`src/rtl/fft_host_sequencer.sv`:
```
// fft_host_sequencer: bus initiator that loads points into the FFT nodes,
// starts and polls the control counter, then reads every node back and
// streams the results out in input order.

`ifndef GlobalAddrWidth
`define GlobalAddrWidth 16
`endif
`ifndef GlobalDataWidth
`define GlobalDataWidth 16
`endif

module fft_host_sequencer #(
   parameter int unsigned SIZE      = 4,
   parameter int unsigned IDWIDTH   = 8,
   parameter int unsigned NODES     = 4,
   parameter int unsigned BASEID    = 0,
   parameter int unsigned CTRLID    = 8'hF0,
   parameter int unsigned RUNCYCLES = 3,
   parameter int unsigned TIMEOUT   = 64
) (
   input  logic                          Clk,
   input  logic                          Reset,
   input  logic                          Start,
   output logic                          Busy,
   output logic                          Done,
   output logic                          Error,
   input  logic [SIZE:0]                 InData,
   input  logic                          InValid,
   output logic                          InReady,
   output logic [SIZE:0]                 OutData,
   output logic                          OutValid,
   input  logic                          OutReady,
   output logic                          RD,
   output logic                          WR,
   output logic [`GlobalAddrWidth-1:0]   Addr,
   output logic [`GlobalDataWidth-1:0]   BusDataOut,
   input  logic [`GlobalDataWidth-1:0]   BusDataIn
);

   localparam int unsigned AW = `GlobalAddrWidth;
   localparam int unsigned DW = `GlobalDataWidth;
   localparam int unsigned KW = (NODES > 1) ? $clog2(NODES) : 1;
   localparam int unsigned PW = $clog2(TIMEOUT + 1);
   localparam logic [KW-1:0] K_LAST = KW'(NODES - 1);

   typedef enum logic [3:0] {
      S_IDLE, S_GETL, S_GETR, S_WSGN, S_RUN, S_POLL,
      S_RDS, S_RDL, S_EMITL, S_RDR, S_EMITR
   } state_t;

   state_t             state, state_nxt;
   logic [KW-1:0]      k;
   logic [PW-1:0]      poll_cnt;
   logic               sl, sr;
   logic [IDWIDTH-1:0] node_base_c;
   logic [IDWIDTH-1:0] addr_id_c;
   logic               poll_zero_c;
   logic               poll_expire_c;
   logic               last_node_c;

   assign node_base_c   = IDWIDTH'(BASEID + 4 * 32'(k));
   assign poll_zero_c   = (BusDataIn == '0);
   assign poll_expire_c = (poll_cnt == PW'(TIMEOUT - 1));
   assign last_node_c   = (k == K_LAST);
   assign Busy          = (state != S_IDLE);
   assign Addr          = AW'(addr_id_c);

   // State register
   always_ff @(posedge Clk or posedge Reset) begin
      if (Reset) state <= S_IDLE;
      else       state <= state_nxt;
   end

   // Next-state and bus/handshake decode from the current state
   always_comb begin
      state_nxt  = state;
      addr_id_c  = '0;
      RD         = 1'b0;
      WR         = 1'b0;
      BusDataOut = '0;
      InReady    = 1'b0;
      OutValid   = 1'b0;
      case (state)
         S_IDLE: if (Start) state_nxt = S_GETL;
         S_GETL: begin
            InReady                = 1'b1;
            WR                     = InValid;
            addr_id_c              = node_base_c + IDWIDTH'(1);
            BusDataOut[SIZE-1:0]   = InData[SIZE-1:0];
            if (InValid) state_nxt = S_GETR;
         end
         S_GETR: begin
            InReady                = 1'b1;
            WR                     = InValid;
            addr_id_c              = node_base_c + IDWIDTH'(2);
            BusDataOut[SIZE-1:0]   = InData[SIZE-1:0];
            if (InValid) state_nxt = S_WSGN;
         end
         S_WSGN: begin
            WR              = 1'b1;
            addr_id_c       = node_base_c + IDWIDTH'(3);
            BusDataOut[1:0] = {sr, sl};
            state_nxt       = last_node_c ? S_RUN : S_GETL;
         end
         S_RUN: begin
            WR         = 1'b1;
            addr_id_c  = IDWIDTH'(CTRLID);
            BusDataOut = DW'(RUNCYCLES);
            state_nxt  = S_POLL;
         end
         S_POLL: begin
            RD        = 1'b1;
            addr_id_c = IDWIDTH'(CTRLID);
            if (poll_zero_c || poll_expire_c) state_nxt = S_RDS;
         end
         S_RDS: begin
            RD        = 1'b1;
            addr_id_c = node_base_c + IDWIDTH'(3);
            state_nxt = S_RDL;
         end
         S_RDL: begin
            RD        = 1'b1;
            addr_id_c = node_base_c + IDWIDTH'(1);
            state_nxt = S_EMITL;
         end
         S_EMITL: begin
            OutValid = 1'b1;
            if (OutReady) state_nxt = S_RDR;
         end
         S_RDR: begin
            RD        = 1'b1;
            addr_id_c = node_base_c + IDWIDTH'(2);
            state_nxt = S_EMITR;
         end
         S_EMITR: begin
            OutValid = 1'b1;
            if (OutReady) state_nxt = last_node_c ? S_IDLE : S_RDS;
         end
         default: state_nxt = S_IDLE;
      endcase
   end

   // Node index, sign latches, poll counter, output data and status flags
   always_ff @(posedge Clk or posedge Reset) begin
      if (Reset) begin
         k        <= '0;
         sl       <= 1'b0;
         sr       <= 1'b0;
         poll_cnt <= '0;
         OutData  <= '0;
         Done     <= 1'b0;
         Error    <= 1'b0;
      end else begin
         Done <= 1'b0;
         case (state)
            S_IDLE: if (Start) begin
               k     <= '0;
               Error <= 1'b0;
            end
            S_GETL: if (InValid) sl <= InData[SIZE];
            S_GETR: if (InValid) sr <= InData[SIZE];
            S_WSGN: k <= last_node_c ? '0 : k + 1'b1;
            S_RUN:  poll_cnt <= '0;
            S_POLL: if (!poll_zero_c) begin
               poll_cnt <= poll_cnt + 1'b1;
               if (poll_expire_c) Error <= 1'b1;
            end
            S_RDS: begin
               sl <= BusDataIn[0];
               sr <= BusDataIn[1];
            end
            S_RDL: OutData <= {sl, BusDataIn[SIZE-1:0]};
            S_RDR: OutData <= {sr, BusDataIn[SIZE-1:0]};
            S_EMITR: if (OutReady) begin
               if (last_node_c) begin
                  k    <= '0;
                  Done <= 1'b1;
               end else begin
                  k <= k + 1'b1;
               end
            end
            default: ;
         endcase
      end
   end

endmodule
```
`config.mk`:
```
export PLATFORM = sky130hd
export DESIGN_NAME = fft_host_sequencer
export DESIGN_NICKNAME = d
export VERILOG_FILES = /design/src/rtl/fft_host_sequencer.sv
export SDC_FILE = /design/constraint.sdc
export NUM_CORES = 1
export LEC_CHECK = 0
export CAP_MARGIN = 0
export CORE_AREA = 2 2 65 73
export CTS_CLUSTER_SIZE = 25
export DETAILED_ROUTE_END_ITERATION = 7
export DIE_AREA = 0 0 67 75
export PLACE_DENSITY_LB_ADDON = 0.08
export SETUP_SLACK_MARGIN = 0.3
export SYNTH_ARGS = -nofsm -noshare
export SYNTH_HDL_FRONTEND = slang
export SYNTH_SLANG_ARGS = --single-unit
```
`constraint.sdc`:
```
create_clock -name Clk -period 4.2 [get_ports Clk]
set_input_delay 0.63 -clock Clk [delete_from_list [all_inputs] [get_ports Clk]]
set_output_delay 0.63 -clock Clk [all_outputs]
set_load 0.03 [all_outputs]
```
==> flow_summary.ini, run 1 <==
[placed_design]
dp_hpwl_mm = 2.93
place_congestion = 0.800
port_buffers = 49

[cells_and_area]
num_antenna_cells = 0
final_nets = 256
most-common-layout-cells = clkdlybuf4s50_1, dfrtp_1, conb_1
final_common_cell = clkdlybuf4s50_1
area_growth_pct = 27.4
fillers = 412
finalCoreUtilization_pct = 49.7
drive_above_1_share_pct = 7.93

[flow_run]
max_cap_viol_count = 0

[setup_path]
crit_path_cell_trace = xor2_1, a22oi_1, o21ai_0, nor2b_1, clkdlybuf4s50_1
ff2ff_path_depth = 4
critPathKind = reg -> out
r2r_start = state[0]
r2r_setup_slack_ns = 2.36
critPathMaxStageDelay_ns = 0.80
reg2reg_to = sl
cpMaxStageDelayCell = dfrtp_1
startpoint_type = flop
crit_required_ns = 3.57
crit_path_end_kind = primary output
path_max_fanout = 24
arrival_ns = 2.50

[synth]
ys_seq_area_share_pct = 33.2
async_flop_share_pct = 100
synth_edf_count = 0
synth-seq-cells = 22
ys_types = 50
yosysWarnings = 0
synth_area_um2 = 1660
synthCells = 188
avgSynthCellArea_um2 = 8.83
ys.flop_type = dfrtp_1

[global_route]
grtUsageTotal_pct = 15.7
antenna_found_initial = 0
grt_overflow = 0
grt_pass1_vias = 1320
grt_max_degree = 25
grt_pass1_wl_mm = 6.09

[floorplan]
start_util_pct = 39.0
coreArea_um2 = 4250
die_h_um = 75
fp.dieArea_um2 = 5030
dieWidth_um = 67
fp-row-count = 25
num_io_pins = 70

[timing]
finalSetupViolations = 0
rsz0062_at_grt = false
slew-limit-headroom_pct = 42.1
slew_viol_final = 0
hold_viol = 0
max_freq_mhz = 320
final.setup.tns_ns = 0
fin_skew_ns = 0.00200
final.min_clock_period_ns = 3.13
fin_crit_sh_pct = 74.5
max_slew.worst_pin.slew_ns = 0.868
hold_ws_ns = 0.473

[status]
status = finished clean

[clock_network]
worst_skew_pair.late_latency_ns = 0.26
post_cts_resize_count = 0
cts_tree = built
holdBufCountCts = 0
cts_sinks = 22
numCtsBuffers = 3
postCtsSetupBuffers = 0
clk_path_buf_depth = 2
htreeDepth = 1
path_clk_slew_ns = 0.08
clockRootBuffer = clkbuf_8

[detailed_routing]
drtPass1Iterations = 4
wire_per_inst_um = 13.7
route.detailed.drc = 0
viasPerCell = 5.03
postRouteAntennaNets = 0
num_vias = 1414
drt_iter0_drc = 77
routed_wl_mm = 3.84

[power_and_ir_drop]
cellLeakagePower_nw = 0.956
ir_worst_vdd_mv = 0.268
powerDensity_nw_per_um2 = 776

[worst_hold_path]
hold_end = poll_cnt[4]
hold_depth = 1
hold_start = poll_cnt[4]
hold_class = reg -> reg
state kept, by name, summed over array words and instances (netlist names):
register and cells:
sr 1, state 4, poll_cnt 7, OutData 5, Error 1, Done 1, k 2, sl 1
cell families (layout without fill, tap and decap cells):
| group | after synthesis | after routing | synth area share (%) |
|---|---|---|---|
| simple gates | 77 | 77 | 26.1 |
| buf+inv | 37 | 57 | 14.7 |
| other cells | 1 | 20 | 0.226 |
| xor+xnor | 1 | 1 | 0.528 |
| compound gates | 32 | 32 | 13.5 |
| flops | 22 | 22 | 33.2 |
| fa+ha+maj | 2 | 2 | 1.51 |
| mux | 16 | 16 | 10.3 |
critical path, delay by kind of cell (launching register included):
family,cells,cell delay [ns]
AO/OA/AOI/OAI,2,0.25
XOR/XNOR,1,0.33
buffers and inverters,1,0.69
flip-flops,1,0.80
AND/OR/NAND/NOR,1,0.16
routing by layer:
metal,part of all wire (%),track usage [%]
met1,43,19.0
met2,52,28.8
met4,0.65,4.76
met3,4.5,2.09
met5,0,0
layout make-up:
cell class	instances	area, um2	area share, %
tap	54	67.6	3.19
multi-input combinational	148	937	44.3
timing repair buffer	49	490	23.2
inverter	4	15.0	0.710
sequential	22	551	26.0
clock buffer	4	55.1	2.60
cells in the mapped netlist (3+ instances only):
| cell | count | area share [%] |
|---|---|---|
| a21oi_1 | 5 | 1.5 |
| and2_1 | 4 | 1.5 |
| and3_1 | 9 | 3.4 |
| buf_2 | 6 | 1.8 |
| buf_4 | 24 | 11 |
| dfrtp_1 | 22 | 33 |
| inv_1 | 4 | 0.90 |
| mux2_2 | 5 | 3.4 |
| mux2i_1 | 10 | 6.0 |
| nand2_1 | 18 | 4.1 |
| nand2b_1 | 5 | 1.9 |
| nand3_1 | 8 | 2.4 |
| nor2_1 | 9 | 2.0 |
| nor2b_1 | 3 | 1.1 |
| nor3b_1 | 4 | 1.8 |
| nor4_1 | 4 | 1.5 |
| o21a_1 | 3 | 1.4 |
| o21ai_0 | 7 | 2.1 |
worst max path at each step:
stage / endpoint / slack (ns) / from
after floorplan: Addr[5] / 2.07 / state[1]
after global placement: WR / 1.31 / InValid
after detailed placement: WR / 1.27 / InValid
after CTS: BusDataOut[0] / 1.04 / state[0]
after global routing: BusDataOut[0] / 0.79 / state[0]
final: BusDataOut[0] / 1.07 / state[0]
metrics by stage:
step	power (mW)	setup slack (ns)	cell area, um2	std cells
floorplan	1.19	2.07	1730	207
global placement	1.48	1.31	2060	277
detailed placement	1.50	1.27	2060	277
CTS	1.66	1.04	2120	281
global route	1.77	0.794	2120	281
finish	1.64	1.07	2120	281
where the power goes:
group          switching (mW)  total [mW]  leakage [nW]  internal (mW)
sequential              0.151       0.458         0.267          0.306
combinational           0.557        1.03         0.660          0.478
clock                  0.0668       0.150        0.0288         0.0835
total                   0.775        1.64         0.956          0.867
Power figures use the tool's default switching activity.
==> inputs of run 2 (changes only) <==
==> constraint.sdc (replaced) <==
create_clock -name Clk -period 3 [get_ports Clk]
set_input_delay 0.45 -clock Clk [delete_from_list [all_inputs] [get_ports Clk]]
set_output_delay 0.45 -clock Clk [all_outputs]
set_load 0.03 [all_outputs]
==> flow_summary.ini, run 2 (synthesized netlist as in run 1, its figures left out) <==
[power_and_ir_drop]
pwr-share-comb_pct = 64.2
clock_power_share_pct = 11.3
ir_worst_vdd_mv = 0.410
internal-power_mw = 1.31
powerDensity_nw_per_um2 = 1110
seqPwrFrac_pct = 24.5
switching_share_pct = 46.2
cellLeakagePower_nw = 1.02
p_sw_mw = 1.12

[setup_path]
r2r_setup_slack_ns = 1.29
path_max_fanout = 13
crit_path_end_kind = primary output
startpoint_type = flop
r2r_start = state[0]
reg2reg_to = state[1]
critPathKind = reg -> out
crit_required_ns = 2.55
ff2ff_path_depth = 5
arrival_ns = 2.19

[cells_and_area]
most-common-layout-cells = clkdlybuf4s50_1, conb_1, dfrtp_1
final_common_cell = clkdlybuf4s50_1
fillers = 407
area_growth_pct = 31.5
reg_top3 = poll_cnt x7, OutData x5, state x4
drive_above_1_share_pct = 11.7
final_nets = 260
num_antenna_cells = 0
largest_register_ffs = 7
regMostFlops = poll_cnt

[floorplan]
fp-row-count = 25
dieWidth_um = 67
coreArea_um2 = 4250
start_util_pct = 39.0
fp.dieArea_um2 = 5030
num_io_pins = 70
die_h_um = 75

[global_route]
antenna_found_initial = 0
grt_pass1_vias = 1476
grt_pass1_wl_mm = 6.69
grt_overflow = 0
grtUsageTotal_pct = 17.2
grt_max_degree = 24

[flow_run]
max_cap_viol_count = 0

[clock_network]
path_clk_slew_ns = 0.08
holdBufCountCts = 0
cts_tree = built
clockRootBuffer = clkbuf_8
htreeDepth = 1
numCtsBuffers = 3
worst_skew_pair.late_latency_ns = 0.26
clk_path_buf_depth = 2
cts_sinks = 22

[timing]
fin_crit_sh_pct = 88.0
max_slew.worst_pin.slew_ns = 0.870
finalSetupViolations = 0
final.min_clock_period_ns = 2.64
slew-limit-headroom_pct = 41.9
hold_ws_ns = 0.486
slew_viol_final = 0
fin_skew_ns = 0.00473
max_freq_mhz = 379
rsz0062_at_grt = true
final.setup.tns_ns = 0
hold_viol = 0

[worst_hold_path]
hold_end = poll_cnt[4]
hold_depth = 1
hold_start = poll_cnt[4]
hold_class = reg -> reg

[placed_design]
dp_hpwl_mm = 3.13
port_buffers = 49
place_congestion = 0.802

[detailed_routing]
wire_per_inst_um = 14.2
routed_wl_mm = 4.06
postRouteAntennaNets = 0
viasPerCell = 5.18
drt_iter0_drc = 54
route.detailed.drc = 0
num_vias = 1476
drtPass1Iterations = 5

[status]
status = finished clean
## run 2: cell types whose count changed in the layout (fill, tap and decap cells not counted)
cell	change
dlymetal6s2s_1	+3
dfrtp_2	+3
xor2_1	-1
buf_4	+4
clkbuf_8	-1
xor2_2	+1
nor2_2	+1
bufinv_16	+1
nor2_1	-1
clkdlybuf4s50_1	-3
dfrtp_1	-3
## run 2: critical path, stage by stage (launching register included)
cell	delay [ns]
dfrtp_2	0.54
and2_1	0.26
a22oi_1	0.11
o21ai_0	0.19
nor2b_1	0.15
clkdlybuf4s50_1	0.68
## run 2: cell type report
type / instances / area, um2 / share of cell area (%)
clock buffer: 3 / 41.3 / 1.89
clock inverter: 1 / 30.0 / 1.38
inverter: 4 / 15.0 / 0.688
multi-input combinational: 148 / 947 / 43.4
sequential: 22 / 554 / 25.4
tap: 54 / 67.6 / 3.09
timing repair buffer: 53 / 528 / 24.2
## run 2: worst max-delay path by stage
stage                         from  slack, ns       endpoint  cells past startpoint
final                     state[1]       0.36  BusDataOut[1]                      5
after global routing      state[1]       0.25  BusDataOut[1]                      5
after CTS                 state[1]       0.34  BusDataOut[0]                      5
after detailed placement   InValid       0.43             WR                      5
after global placement     InValid       0.47             WR                      5
after floorplan           state[1]       1.05        Addr[5]                      4
## run 2: power by group through the flow
| stage | combinational, mW | sequential [mW] | clock (mW) |
|---|---|---|---|
| 6_report | 1.56 | 0.597 | 0.275 |
| 5_1_grt | 1.70 | 0.620 | 0.295 |
| 4_1_cts | 1.57 | 0.582 | 0.283 |
| 3_5_place_dp | 1.57 | 0.587 | 0 |
| 3_3_place_gp | 1.54 | 0.578 | 0 |
| 2_1_floorplan | 1.07 | 0.593 | 0 |
## run 2: repair_timing
item / in CTS / in global routing
buffers inserted: 0 / 0
gates resized for setup: 1 / 7
endpoints found under the setup margin: 2 / 9
pin swaps: 0 / 0
## run 2: metrics by stage
step	util (%)	instances	power (mW)	instance area, um2	setup WS (ns)
after detailed placement	49.1	281	2.15	2090	0.427
after floorplan	-	207	1.66	1730	1.05
final	51.3	285	2.43	2180	0.361
after CTS	50.9	285	2.44	2160	0.335
after global placement	49.1	281	2.11	2090	0.467
after global routing	51.3	285	2.61	2180	0.248
## run 2: per-layer routing
layer	vias to the layer above	part of all wire (%)	global-route usage, %
met1	718	42	20.1
met3	6	3.7	1.94
li1	707	-	-
met2	45	54	32.7
met5	-	0	0
met4	0	1.0	5.44
